### src/rtl/divider_4bit_seq_pkg.sv
// Shared definitions for the sequential restoring divider: FSM encoding,
// default operand width and the divide-by-zero quotient fill pattern.
package divider_4bit_seq_pkg;

   localparam int DEFAULT_WIDTH = 4;

   typedef enum logic [1:0] {
      IDLE = 2'd0,
      RUN  = 2'd1,
      DONE = 2'd2
   } state_t;

   // Sliced to the instance width; a divide by zero reports an all-ones quotient.
   localparam logic [63:0] DBZ_QUOTIENT_FILL = '1;

endpackage

### src/rtl/divider_4bit_seq_subtractor_nbit.sv
// Combinational ripple-borrow subtractor (a - b), the mirror of the adder cell.
module subtractor_nbit
   import divider_4bit_seq_pkg::*;
#(
   parameter int WIDTH = DEFAULT_WIDTH + 1
) (
   input  logic [WIDTH-1:0] a,
   input  logic [WIDTH-1:0] b,
   output logic [WIDTH-1:0] diff,
   output logic             borrow_out
);

   logic [WIDTH:0] borrow;

   assign borrow[0] = 1'b0;

   generate
      for (genvar gi = 0; gi < WIDTH; gi++) begin : g_cell
         assign diff[gi]       = a[gi] ^ b[gi] ^ borrow[gi];
         assign borrow[gi + 1] = (~a[gi] & b[gi]) | (~(a[gi] ^ b[gi]) & borrow[gi]);
      end
   endgenerate

   assign borrow_out = borrow[WIDTH];

endmodule

### src/rtl/divider_4bit_seq.sv
// Iterative restoring divider, one quotient bit per clock, MSB first.
// Define DIVIDER_SIGNED_EN for two's-complement operands (default: unsigned).
module divider_4bit_seq
   import divider_4bit_seq_pkg::*;
#(
   parameter int WIDTH = DEFAULT_WIDTH
) (
   input  logic             clk,
   input  logic             rst,
   input  logic             start,
   input  logic [WIDTH-1:0] dividend,
   input  logic [WIDTH-1:0] divisor,
   output logic             busy,
   output logic             done,
   output logic [WIDTH-1:0] quotient,
   output logic [WIDTH-1:0] remainder,
   output logic             div_by_zero
);

   localparam int CNT_W = $clog2(WIDTH);
   localparam logic [CNT_W-1:0] LAST_COUNT = CNT_W'(WIDTH - 1);
   localparam logic [WIDTH-1:0] DBZ_QUOTIENT = DBZ_QUOTIENT_FILL[WIDTH-1:0];

   state_t           state_reg, state_next;
   logic [CNT_W-1:0] count_reg, count_next;
   logic [WIDTH-1:0] part_reg, part_next;
   logic [WIDTH-1:0] dvd_reg, dvd_next;
   logic [WIDTH-1:0] dvs_reg, dvs_next;
   logic [WIDTH-2:0] qacc_reg, qacc_next;
   logic [WIDTH-1:0] quotient_reg, quotient_next;
   logic [WIDTH-1:0] remainder_reg, remainder_next;
   logic             busy_reg, busy_next;
   logic             done_reg, done_next;
   logic             dbz_reg, dbz_next;
   logic             pend_reg, pend_next;

   logic [WIDTH:0]   shifted;
   logic [WIDTH:0]   trial;
   logic             borrow;
   logic [WIDTH-1:0] new_part;
   logic [WIDTH-1:0] new_q;
   logic [WIDTH-1:0] dvd_mag;
   logic [WIDTH-1:0] dvs_mag;
   logic [WIDTH-1:0] q_final;
   logic [WIDTH-1:0] r_final;
   logic             unused_trial_msb;

   assign shifted  = {part_reg, dvd_reg[WIDTH-1]};
   assign new_part = borrow ? shifted[WIDTH-1:0] : trial[WIDTH-1:0];
   assign new_q    = {qacc_reg, ~borrow};
   // A successful trial always leaves a result below the divisor, so the MSB is zero.
   assign unused_trial_msb = trial[WIDTH];

   subtractor_nbit #(
      .WIDTH(WIDTH + 1)
   ) u_sub (
      .a         (shifted),
      .b         ({1'b0, dvs_reg}),
      .diff      (trial),
      .borrow_out(borrow)
   );

`ifdef DIVIDER_SIGNED_EN
   logic neg_q_reg, neg_q_next;
   logic neg_r_reg, neg_r_next;

   assign dvd_mag = dividend[WIDTH-1] ? (~dividend + 1'b1) : dividend;
   assign dvs_mag = divisor[WIDTH-1]  ? (~divisor + 1'b1)  : divisor;
   assign q_final = neg_q_reg ? (~new_q + 1'b1)    : new_q;
   assign r_final = neg_r_reg ? (~new_part + 1'b1) : new_part;
`else
   assign dvd_mag = dividend;
   assign dvs_mag = divisor;
   assign q_final = new_q;
   assign r_final = new_part;
`endif

   always_comb begin
      state_next     = state_reg;
      count_next     = count_reg;
      part_next      = part_reg;
      dvd_next       = dvd_reg;
      dvs_next       = dvs_reg;
      qacc_next      = qacc_reg;
      quotient_next  = quotient_reg;
      remainder_next = remainder_reg;
      busy_next      = busy_reg;
      done_next      = 1'b0;
      dbz_next       = dbz_reg;
      pend_next      = pend_reg;
`ifdef DIVIDER_SIGNED_EN
      neg_q_next     = neg_q_reg;
      neg_r_next     = neg_r_reg;
`endif

      case (state_reg)
         RUN: begin
            part_next  = new_part;
            dvd_next   = {dvd_reg[WIDTH-2:0], 1'b0};
            qacc_next  = new_q[WIDTH-2:0];
            count_next = count_reg + 1'b1;
            if (count_reg == LAST_COUNT) begin
               quotient_next  = q_final;
               remainder_next = r_final;
               done_next      = 1'b1;
               busy_next      = 1'b0;
               count_next     = '0;
               state_next     = DONE;
            end
         end
         default: begin
            // A zero divisor spends one cycle in DONE before publishing, holding off new starts.
            if (pend_reg) begin
               quotient_next  = DBZ_QUOTIENT;
               remainder_next = dvd_reg;
               dbz_next       = 1'b1;
               done_next      = 1'b1;
               pend_next      = 1'b0;
               state_next     = DONE;
            end else if (start) begin
               dbz_next   = 1'b0;
               dvs_next   = dvs_mag;
               part_next  = '0;
               qacc_next  = '0;
               count_next = '0;
`ifdef DIVIDER_SIGNED_EN
               neg_q_next = dividend[WIDTH-1] ^ divisor[WIDTH-1];
               neg_r_next = dividend[WIDTH-1];
`endif
               if (divisor != '0) begin
                  dvd_next   = dvd_mag;
                  busy_next  = 1'b1;
                  state_next = RUN;
               end else begin
                  dvd_next   = dividend;
                  pend_next  = 1'b1;
                  state_next = DONE;
               end
            end else begin
               state_next = IDLE;
            end
         end
      endcase
   end

   always_ff @(posedge clk) begin
      if (rst) begin
         state_reg     <= IDLE;
         count_reg     <= '0;
         part_reg      <= '0;
         dvd_reg       <= '0;
         dvs_reg       <= '0;
         qacc_reg      <= '0;
         quotient_reg  <= '0;
         remainder_reg <= '0;
         busy_reg      <= 1'b0;
         done_reg      <= 1'b0;
         dbz_reg       <= 1'b0;
         pend_reg      <= 1'b0;
`ifdef DIVIDER_SIGNED_EN
         neg_q_reg     <= 1'b0;
         neg_r_reg     <= 1'b0;
`endif
      end else begin
         state_reg     <= state_next;
         count_reg     <= count_next;
         part_reg      <= part_next;
         dvd_reg       <= dvd_next;
         dvs_reg       <= dvs_next;
         qacc_reg      <= qacc_next;
         quotient_reg  <= quotient_next;
         remainder_reg <= remainder_next;
         busy_reg      <= busy_next;
         done_reg      <= done_next;
         dbz_reg       <= dbz_next;
         pend_reg      <= pend_next;
`ifdef DIVIDER_SIGNED_EN
         neg_q_reg     <= neg_q_next;
         neg_r_reg     <= neg_r_next;
`endif
      end
   end

   assign busy        = busy_reg;
   assign done        = done_reg;
   assign quotient    = quotient_reg;
   assign remainder   = remainder_reg;
   assign div_by_zero = dbz_reg;

endmodule

### config.mk
export PLATFORM = sky130hd
export DESIGN_NAME = divider_4bit_seq
export DESIGN_NICKNAME = d
export VERILOG_FILES = /design/src/rtl/divider_4bit_seq_pkg.sv /design/src/rtl/divider_4bit_seq_subtractor_nbit.sv /design/src/rtl/divider_4bit_seq.sv
export SDC_FILE = /design/constraint.sdc
export NUM_CORES = 1
export LEC_CHECK = 0
export CORE_MARGIN = 3
export CORE_UTILIZATION = 56
export CTS_BUF_LIST = sky130_fd_sc_hd__clkbuf_16
export CTS_CLUSTER_DIAMETER = 120
export DETAILED_ROUTE_END_ITERATION = 10
export PLACE_DENSITY = 0.83
export SLEW_MARGIN = 20
export SYNTH_ARGS = -nofsm -noshare
export SYNTH_HDL_FRONTEND = slang
export SYNTH_SLANG_ARGS = --single-unit
### constraint.sdc
create_clock -name clk -period 6.46 [get_ports clk]
set_input_delay 1.292 -clock clk [delete_from_list [all_inputs] [get_ports clk]]
set_output_delay 1.292 -clock clk [all_outputs]
set_load 0.05 [all_outputs]
==> summary.md, run 1 <==
| Metric | Value |
|---|---|
| Status | finished, final reports clean |
| Core Region | 2276 um^2 |
| Routed vias | ~1300 |
| Commonest non-fill, non-tap cell in the layout | dfxtp_1 |
| Post-CTS Setup Bufs | 0 |
| Worst Hold Launch | quotient[2] |
| Synth Register Bits | 31 |
| RSZ-0062 raised after global routing | false |
| Number of global-route vias before repair | 1221 |
| Synth Cell Area | approximately 1400 um^2 |
| Fillers | between 100 and 150 |
| Peak supply drop | approximately 0.26 mV |
| Hpwl dp | 2107 um |
| Post-CTS Resized | 0 |
| Hold path endpoint | quotient[2] |
| Post-Route WL | 3356 um |
| Netlist cell types | 29 |
| Minimum clock period after layout | ~2700 ps |
| Diodes inserted | 0 |
| Worst r2r dst | remainder[3] |
| Critical Path Source Type | flip-flop |
| CP arrival | between 2000 and 3000 ps |
| Ys flop type | dfxtp_1 |
| Synth top area share | approximately 45% |
| Ys async rst share | 0% |
| Initial Util | around 60% |
| Post-Place Setup Slack | around 3500 ps |
| Number of synthesized flops with an enable pin | 0 |
| Rel. slew slack | 26.21% |
| DRC Markers | 0 |
| Area growth syn-to-layout | 25.05% |
| Flop-to-flop setup slack | between 3000 and 4000 ps |
| Leading area contributor after synthesis | dfxtp_1 |
| First drt pass iteration count | 5 |
| CTS Hold Buffers Added | 0 |
| GPL Wtd Cong | 0.8034 |
| Placed cells | approximately 200 |
| Share of layout cells above drive strength 1 | roughly 4.5% |
| Die Wd | between 50 and 60 um |
| Actual slew at the worst max-slew pin | 1103 ps |
| Grt total ovfl | 0 |
| RR Startpoint | dvd_reg[3] |
| Setup ws final | ~3700 ps |
| Vias/cell | 6.185 |
| Hold depth | 2 |
| Die area | roughly 3100 um^2 |
| HP Class | flip-flop to flip-flop |
| Total power | around 0.54 mW |
| GRT Overall Usage | between 20% and 30% |
| Setup TNS Final | 0 ps |
| DRT antenna net count | 0 |
| Chip Height | 55.71 um |
| Longest Clk Path Bufs | 2 |
| CP Max Fanout | 10 |
| Post-route insts no fill | approximately 200 |
| Cell count after synthesis | 161 |
| Setup CP Type | flip-flop to flip-flop |
| Static leakage | around 0.61 nW |
| Worst r2r path cells | 9 |
| DRT iter0 DRCs | 60 |
| Maximum number of pins on one net before global-route repair | 32 |
| Crit path required time | 6560 ps |
| Final Cycle Share | a little over two fifths |
| CTS tree | done |
| Worst-path clk slew | 50 ps |
| CTS buffer count | 5 |
| Power per cell area | 311.9 nW/um^2 |
| I/O Buffers | 21 |
| Ys Warns | 0 |
| Initial antenna violation count | 0 |
| Clock skew | approximately 3.9 ps |
| Peak Freq | 0.3653 GHz |
| Synthesized area per cell | 8.595 um^2 |
| Sequential area share after synthesis | between 40% and 50% |
| Nets@finish | between 150 and 200 |
| Max-cap violations | 0 |
| Global-route wire length before repair | around 5700 um |
| Final count of negative-setup-slack endpoints | 0 |
| Final hold violation count | 0 |
| Top Ports | 22 |
| Clk sinks | 31 |
| Rows | 17 |
| Most frequent cells in the layout | 31 x dfxtp_1, 21 x clkdlybuf4s50_1, 17 x a21oi_1, 16 x nand2_1, 12 x nand3_1 |
| # H-tree levels | 2 |
| Routed len/inst | between 15 and 20 um |
| Clk root buf | clkbuf_16 |
| Clock latency on the worst-skew pair | 270 ps |
| Top post-synthesis cells by area | dfxtp_1 45%, a21oi_1 6.1%, a211oi_1 5.4%, a311oi_1 4.4%, fa_1 4.3% |
| Syn_nets | ~180 |
| Fin. max-slew vios | 0 |
| CP Capture Type | flip-flop |
==> critical path, stage by stage, from the launching register on <==
cell and delay, ps:
dfxtp_1 420, inv_1 80, ha_1 210, fa_1 380, fa_1 360, inv_1 70
fa_1 410, nor3b_1 100, o21ai_0 380, a311oi_1 150
==> logic make-up (layout without fill, tap and decap cells) <==
group | after synthesis | count (layout) | synth area share [%]
adder cells (fa/ha/maj) | 5 | 5 | 6.148
AO/OA/AOI/OAI | 49 | 49 | 22.51
buffers and inverters | 25 | 41 | 8.047
multiplexers | 1 | 1 | 0.7234
AND/OR/NAND/NOR | 50 | 50 | 17.72
flip-flops | 31 | 31 | 44.85
==> synth_stat cells, types with 2 or more instances <==
library cell,count
nand3_1,12
a21oi_1,17
clkbuf_1,5
fa_1,3
buf_2,8
inv_1,11
a311oi_1,7
nand2_1,16
dfxtp_1,31
o311ai_1,3
nor2_1,8
nand2b_1,2
ha_1,2
a211oi_1,10
nor3b_1,2
nor4_1,2
o21ai_0,9
nor2b_1,2
==> worst max-delay path by stage <==
stage	startpoint	end	slack, ps	cells past startpoint
finish	dvd_reg[3]	remainder[3]	3720	9
global route	dvd_reg[3]	part_reg[3]	3610	9
CTS	quotient[1]	quotient[1]	3740	1
detailed placement	start	state_reg[0]	3520	4
global placement	start	state_reg[0]	3590	4
floorplan	dvd_reg[3]	remainder[3]	4180	9
==> layout make-up <==
class	instances	area (um^2)	share of cell area, %
sequential	31	620.6	35.86
clock buffer	5	125.1	7.231
timing repair buffer	22	217.7	12.58
tap	28	35.03	2.025
multi-input combinational	105	651.9	37.67
clock inverter	3	38.79	2.242
inverter	11	41.29	2.386
==> through the flow <==
stage | hold WS [ps] | area, um^2 | utilization (%)
2_1_floorplan | 445.5 | 1384 | -
3_3_place_gp | 443.1 | 1567 | 68.83
3_5_place_dp | 447.9 | 1567 | 68.83
4_1_cts | 457.6 | 1730 | 76.03
5_1_grt | 478.5 | 1730 | 76.03
6_report | 452.5 | 1730 | 76.03
==> power breakdown <==
part	switching, mW	internal (mW)	leakage (nW)
Combinational	0.0434	0.0265	0.275
Clock	0.0789	0.179	0.0812
Sequential	0.00980	0.202	0.253
Total	0.132	0.408	0.609
==> metal layers <==
layer / wire, um / part of all wire [%] / GRT usage (%) / vias up
met1: 1395 / 42 / 29.36 / 607
met5: 0 / 0 / 0 / -
met2: 1681 / 50 / 38.18 / 53
li1: - / - / - / 602
met3: 247 / 7.4 / 5.568 / 6
met4: 32 / 0.95 / 7.292 / 0
No activity file was read; power rests on OpenSTA's default activity.
==> run 2: changes to the inputs <==
Settings changed: CORE_UTILIZATION 56 to 52, PLACE_DENSITY 0.83 to 0.78.
Clock period 6.46 ns to 2.57 ns, I/O delays scaled along.
==> run 2 against run 1 <==
Cell area rose by 2.3%. Clock power rose to 2.5 times the previous value. Die area increased by 6.8%. Register-to-register slack got worse by 3600 ps. Sequential power rose by 150%.
==> summary.md, run 2 (synthesis results as in run 1) <==
| Metric | Value |
|---|---|
| Psw | 0.3229 mW (was 0.1321 mW) |
| Final Cycle Share | 94.90% (was 42.37%) |
| Core Region | 2500 um^2 (was 2276 um^2) |
| Clk sinks | 31 (unchanged) |
| Longest Clk Path Bufs | 2 (unchanged) |
| Global-route wire length before repair | 5444 um (was 5727 um) |
| DRT met1 WL | 1359 um (was 1395 um) |
| Clock skew | 3.610 ps (was 3.860 ps) |
| CP arrival | 2580 ps (was 2840 ps) |
| Area growth syn-to-layout | 27.94% (was 25.05%) |
| Clk root buf | clkbuf_16 (unchanged) |
| Static leakage | 0.6325 nW (was 0.6092 nW) |
| Met3 WL post-DR | 232 um (was 247 um) |
| Slowest cell delay on critical path | 420 ps (about the same) |
| Number of global-route vias before repair | 1170 (was 1221) |
| CP Capture Type | flip-flop (unchanged) |
| Max-cap violations | 0 (unchanged) |
| GPL Wtd Cong | 0.8055 (was 0.8034) |
| Rel. slew slack | 60.16% (was 26.21%) |
| Routed len/inst | 14.87 um (was 16.37 um) |
| Post-CTS Resized | 0 (unchanged) |
| Critical Path Source Type | flip-flop (unchanged) |
| Grt total ovfl | 0 (unchanged) |
| Die Wd | 57.59 um (was 55.71 um) |
| Post-Place Setup Slack | 134.5 ps (was 3524 ps) |
| Minimum clock period after layout | 2439 ps (was 2737 ps) |
| CP Max Fanout | 4 (was 10) |
| Commonest non-fill, non-tap cell in the layout | dfxtp_1 (unchanged) |
| Int Power | 1.030 mW (was 0.4076 mW) |
| Fillers | 182 (was 147) |
| Die area | 3316 um^2 (was 3104 um^2) |
| Post-route insts no fill | 212 (was 205) |
| DR top layer | met4 (unchanged) |
| Crit path cell chain | inv_1 > ha_1 > fa_1 > fa_1 > inv_1 > fa_1 > o21a_1 > o21ai_0 > a311oi_1 (was inv_1 > ha_1 > fa_1 > fa_1 > inv_1 > fa_1 > nor3b_1 > o21ai_0 > a311oi_1) |
| CTS buffer count | 5 (unchanged) |
| Most frequent cells in the layout | 31 x dfxtp_1, 21 x clkdlybuf4s50_1, 17 x a21oi_1, 16 x nand2_1, 12 x nand3_1 (unchanged) |
| Initial antenna violation count | 0 (unchanged) |
| Final count of negative-setup-slack endpoints | 0 (unchanged) |
| Final hold violation count | 0 (unchanged) |
| Post-CTS Setup Bufs | 0 (unchanged) |
| DRT antenna net count | 0 (unchanged) |
| Switch share | 23.87% (was 24.48%) |
| Chip Height | 57.59 um (was 55.71 um) |
| Maximum number of pins on one net before global-route repair | 32 (unchanged) |
| Setup TNS Final | 0 ps (unchanged) |
| Placed cells | 204 (was 197) |
| HP Class | flip-flop to flip-flop (unchanged) |
| Comb power frac | 13.1% (was 12.9%) |
| Peak Freq | 0.4100 GHz (was 0.3653 GHz) |
| Register area | 620.6 um^2 (unchanged) |
| Clock latency on the worst-skew pair | 270 ps (about the same) |
| RSZ-0062 raised after global routing | false (unchanged) |
| Hpwl dp | 2101 um (was 2107 um) |
| Vias/cell | 5.887 (was 6.185) |
| Top Ports | 22 (unchanged) |
| First drt pass iteration count | 4 (was 5) |
| CTS tree | done (unchanged) |
| Worst path slowest cell | fa_1 (was dfxtp_1) |
| # H-tree levels | 2 (unchanged) |
| Nets@finish | 197 (was 192) |
| GRT Overall Usage | 21.37% (was 23.02%) |
| Rows | 18 (was 17) |
| Actual slew at the worst max-slew pin | 592.1 ps (was 1103 ps) |
| Routed vias | 1248 (was 1268) |
| Crit path required time | 2710 ps (was 6560 ps) |
| Status | finished, final reports clean (unchanged) |
| Diodes inserted | 0 (unchanged) |
| Sequential share of power | 39.1% (was 39.2%) |
| DR WL met2 | 1483 um (was 1681 um) |
| CTS Hold Buffers Added | 0 (unchanged) |
| Most used cell, CP | fa_1 (unchanged) |
| Area of the multi-input gates | 651.9 um^2 (unchanged) |
| Peak supply drop | 0.7597 mV (was 0.2580 mV) |
| Power per cell area | 764.3 nW/um^2 (was 311.9 nW/um^2) |
| Share of layout cells above drive strength 1 | 7.143% (was 4.520%) |
| Worst-path clk slew | 50 ps (about the same) |
| Setup ws final | 131.0 ps (was 3723 ps) |
| Fin. max-slew vios | 0 (unchanged) |
| Post-Route WL | 3153 um (was 3356 um) |
| Clk network pwr share | 47.8% (was 47.9%) |
| Setup CP Type | flip-flop to flip-flop (unchanged) |
| Initial Util | 55.36% (was 60.80%) |
| I/O Buffers | 21 (unchanged) |
| DRC Markers | 0 (unchanged) |
| DRT iter0 DRCs | 65 (was 60) |
[run 2: metrics by stage]
step	cell area (um^2)	util [%]	hold WS, ps	total power, mW
after floorplan	1384	-	445.5	0.6564
after global placement	1607	64.26	441.7	0.7055
after detailed placement	1607	64.26	445.9	0.7106
after CTS	1770	70.82	456.7	1.360
after global routing	1770	70.82	490.1	1.412
final	1770	70.82	454.7	1.353
[run 2: path summary, 6_finish.rpt]
check	startpoint	endpoint	slack, ps	cells past startpoint
worst max-delay path	dvd_reg[3]	remainder[3]	130	9
worst min-delay path	quotient[1]	quotient[1]	450	2
worst max register to register	dvd_reg[3]	remainder[3]	130	9
worst min register to register	quotient[1]	quotient[1]	450	2
[run 2: power by group through the flow]
stage / clock network (mW) / logic [mW] / registers, mW
after global placement: 0 / 0.169 / 0.536
final: 0.647 / 0.177 / 0.529
after CTS: 0.657 / 0.175 / 0.528
after global routing: 0.681 / 0.199 / 0.532
after floorplan: 0 / 0.114 / 0.543
after detailed placement: 0 / 0.173 / 0.538
[run 2: metal layers]
layer  GRT usage, %  vias to the layer above
met1          28.29                      572
li1               -                      613
met4          7.616                        0
met5              0                        -
met2          32.58                       56
met3          7.014                        7
[run 2: area by class of cell]
class / instances / share of cell area [%]
Sequential cell: 31 / 35.05
Tap cell: 30 / 2.120
Timing Repair Buffer: 27 / 14.42
Clock buffer: 5 / 7.067
Inverter: 11 / 2.332
Clock inverter: 3 / 2.191
Multi-Input combinational cell: 105 / 36.82
[run 2: critical path: cells and delay by family (launching register included)]
family,cells,cell delay [ps]
buffers and inverters,2,140
adder cells (fa/ha/maj),4,1370
AO/OA/AOI/OAI,3,440
flip-flops,1,370
==> run 3: changes to the inputs <==
Settings changed: CORE_MARGIN 3 to not set, CTS_CLUSTER_DIAMETER 120 to not set.
==> run 3 against run 2 <==
Sequential power barely moved. Register-to-register slack improved by 20 ps. Clock-buffer cell count did not move. Sequential cell count did not move. Highest routed layer unchanged. Final cell count did not move.
==> summary.md, run 3 (synthesis results as in run 1) <==
| Metric | Value |
|---|---|
| CP Capture Type | flip-flop (unchanged) |
| Core Region | 2500 um^2 (unchanged) |
| Routed vias | 1257 (was 1248) |
| CTS buffer count | 5 (unchanged) |
| Power per cell area | 767.0 nW/um^2 (was 764.3 nW/um^2) |
| Clk sinks | 31 (unchanged) |
| DRT iter0 DRCs | 44 (was 65) |
| GRT Overall Usage | 26.25% (was 21.37%) |
| Actual slew at the worst max-slew pin | 510.5 ps (was 592.1 ps) |
| Setup TNS Final | 0 ps (unchanged) |
| Fin area | 1773 um^2 (was 1770 um^2) |
| Vias/cell | 5.929 (was 5.887) |
| Max-cap violations | 0 (unchanged) |
| Routed len/inst | 15.25 um (was 14.87 um) |
| Hold_ws | 452.5 ps (was 454.7 ps) |
| DRT antenna net count | 0 (unchanged) |
| Critical Path Source Type | flip-flop (unchanged) |
| Crit path required time | 2710 ps (about the same) |
| Clock latency on the worst-skew pair | 280 ps (was 270 ps) |
| CP arrival | 2560 ps (was 2580 ps) |
| Clk root buf | clkbuf_16 (unchanged) |
| Total power | 1.360 mW (was 1.353 mW) |
| Peak supply drop | 0.5825 mV (was 0.7597 mV) |
| Cell Area, Placed | 1607 um^2 (unchanged) |
| # H-tree levels | 2 (unchanged) |
| Maximum number of pins on one net before global-route repair | 27 (was 32) |
| Fin. max-slew vios | 0 (unchanged) |
| First drt pass iteration count | 4 (unchanged) |
| Rel. slew slack | 65.90% (was 60.16%) |
| Placed cells | 204 (unchanged) |
| Status | finished, final reports clean (unchanged) |
| Minimum clock period after layout | 2421 ps (was 2439 ps) |
| Clock skew | 4.562 ps (was 3.610 ps) |
| Post-route insts no fill | 212 (unchanged) |
| Longest Clk Path Bufs | 2 (unchanged) |
| Number of global-route vias before repair | 1141 (was 1170) |
| Post-Route WL | 3232 um (was 3153 um) |
| Static leakage | 0.6320 nW (was 0.6325 nW) |
| Worst r2r path cells | 9 (unchanged) |
| HP Class | flip-flop to flip-flop (unchanged) |
| Global-route wire length before repair | 5223 um (was 5444 um) |
| DRC Markers | 0 (unchanged) |
| Share of layout cells above drive strength 1 | 7.692% (was 7.143%) |
| Top Ports | 22 (unchanged) |
| Flop-to-flop setup slack | 150 ps (was 130 ps) |
| Most frequent cells in the layout | 31 x dfxtp_1, 21 x clkdlybuf4s50_1, 17 x a21oi_1, 16 x nand2_1, 12 x nand3_1 (unchanged) |
| Setup CP Type | flip-flop to flip-flop (unchanged) |
| Initial antenna violation count | 0 (unchanged) |
| GPL Wtd Cong | 0.8105 (was 0.8055) |
| Nets@finish | 197 (unchanged) |
| Commonest non-fill, non-tap cell in the layout | dfxtp_1 (unchanged) |
| Final count of negative-setup-slack endpoints | 0 (unchanged) |
| RSZ-0062 raised after global routing | false (unchanged) |
| Die Wd | 53.59 um (was 57.59 um) |
| Final Cycle Share | 94.20% (was 94.90%) |
| Chip Height | 53.59 um (was 57.59 um) |
| Peak Freq | 0.4130 GHz (was 0.4100 GHz) |
| Worst-path clk slew | 50 ps (about the same) |
| Hold depth | 2 (unchanged) |
| Rows | 18 (unchanged) |
| Area growth syn-to-layout | 28.12% (was 27.94%) |
| Setup ws final | 149.0 ps (was 131.0 ps) |
| Post-Place Setup Slack | 145.2 ps (was 134.5 ps) |
| CTS Hold Buffers Added | 0 (unchanged) |
| Die area | 2871 um^2 (was 3316 um^2) |
| CTS tree | done (unchanged) |
| Util after Layout | 70.92% (was 70.82%) |
| Grt total ovfl | 0 (unchanged) |
| Final hold violation count | 0 (unchanged) |
| CP Max Fanout | 4 (unchanged) |
| Initial Util | 55.36% (unchanged) |
| Diodes inserted | 0 (unchanged) |
| I/O Buffers | 21 (unchanged) |
| Hpwl dp | 2193 um (was 2101 um) |
==> run 3: cell counts in the layout (fill, tap and decap cells not counted) <==
Identical to the previous run, type by type.
==> run 3: worst max-delay path, stage by stage, from the launching register on <==
cell and delay, ps:
dfxtp_1 360, inv_1 60, ha_1 210, fa_1 390
fa_1 380, inv_1 90, fa_2 430, o21a_1 110
o21ai_1 160, a311oi_1 100
==> run 3: power by group <==
part,switching (mW),internal (mW)
clock network,0.198,0.451
registers,0.0218,0.507
logic,0.109,0.0739
==> run 3: final cells by class <==
cell class	instances	area, um^2
clock buffers	5	125.1
clock inverters	3	38.79
fillers	181	726.9
inverters	11	41.29
multi-input cells	105	654.4
flip-flops and latches	31	620.6
well taps	30	37.54
repair buffers	27	255.2
==> run 3: what timing repair did <==
item                                    CTS  global route
endpoints found under the setup margin    0             2
gates resized for setup                   0             2
buffers inserted                          0             0
==> run 3: final timing paths <==
path	startpoint	to
worst max register to register	dvd_reg[3]	remainder[3]
worst min-delay path	quotient[1]	quotient[1]
worst max-delay path	dvd_reg[3]	remainder[3]
worst min register to register	quotient[1]	quotient[1]
==> run 3: layer usage <==
layer,wire length (um),track usage [%],vias to the layer above,part of all wire [%]
met5,0,0,-,0
met4,81,12.28,0,2.5
met3,138,7.627,11,4.3
met2,1574,43.13,32,49
met1,1437,31.36,592,44
li1,-,-,622,-
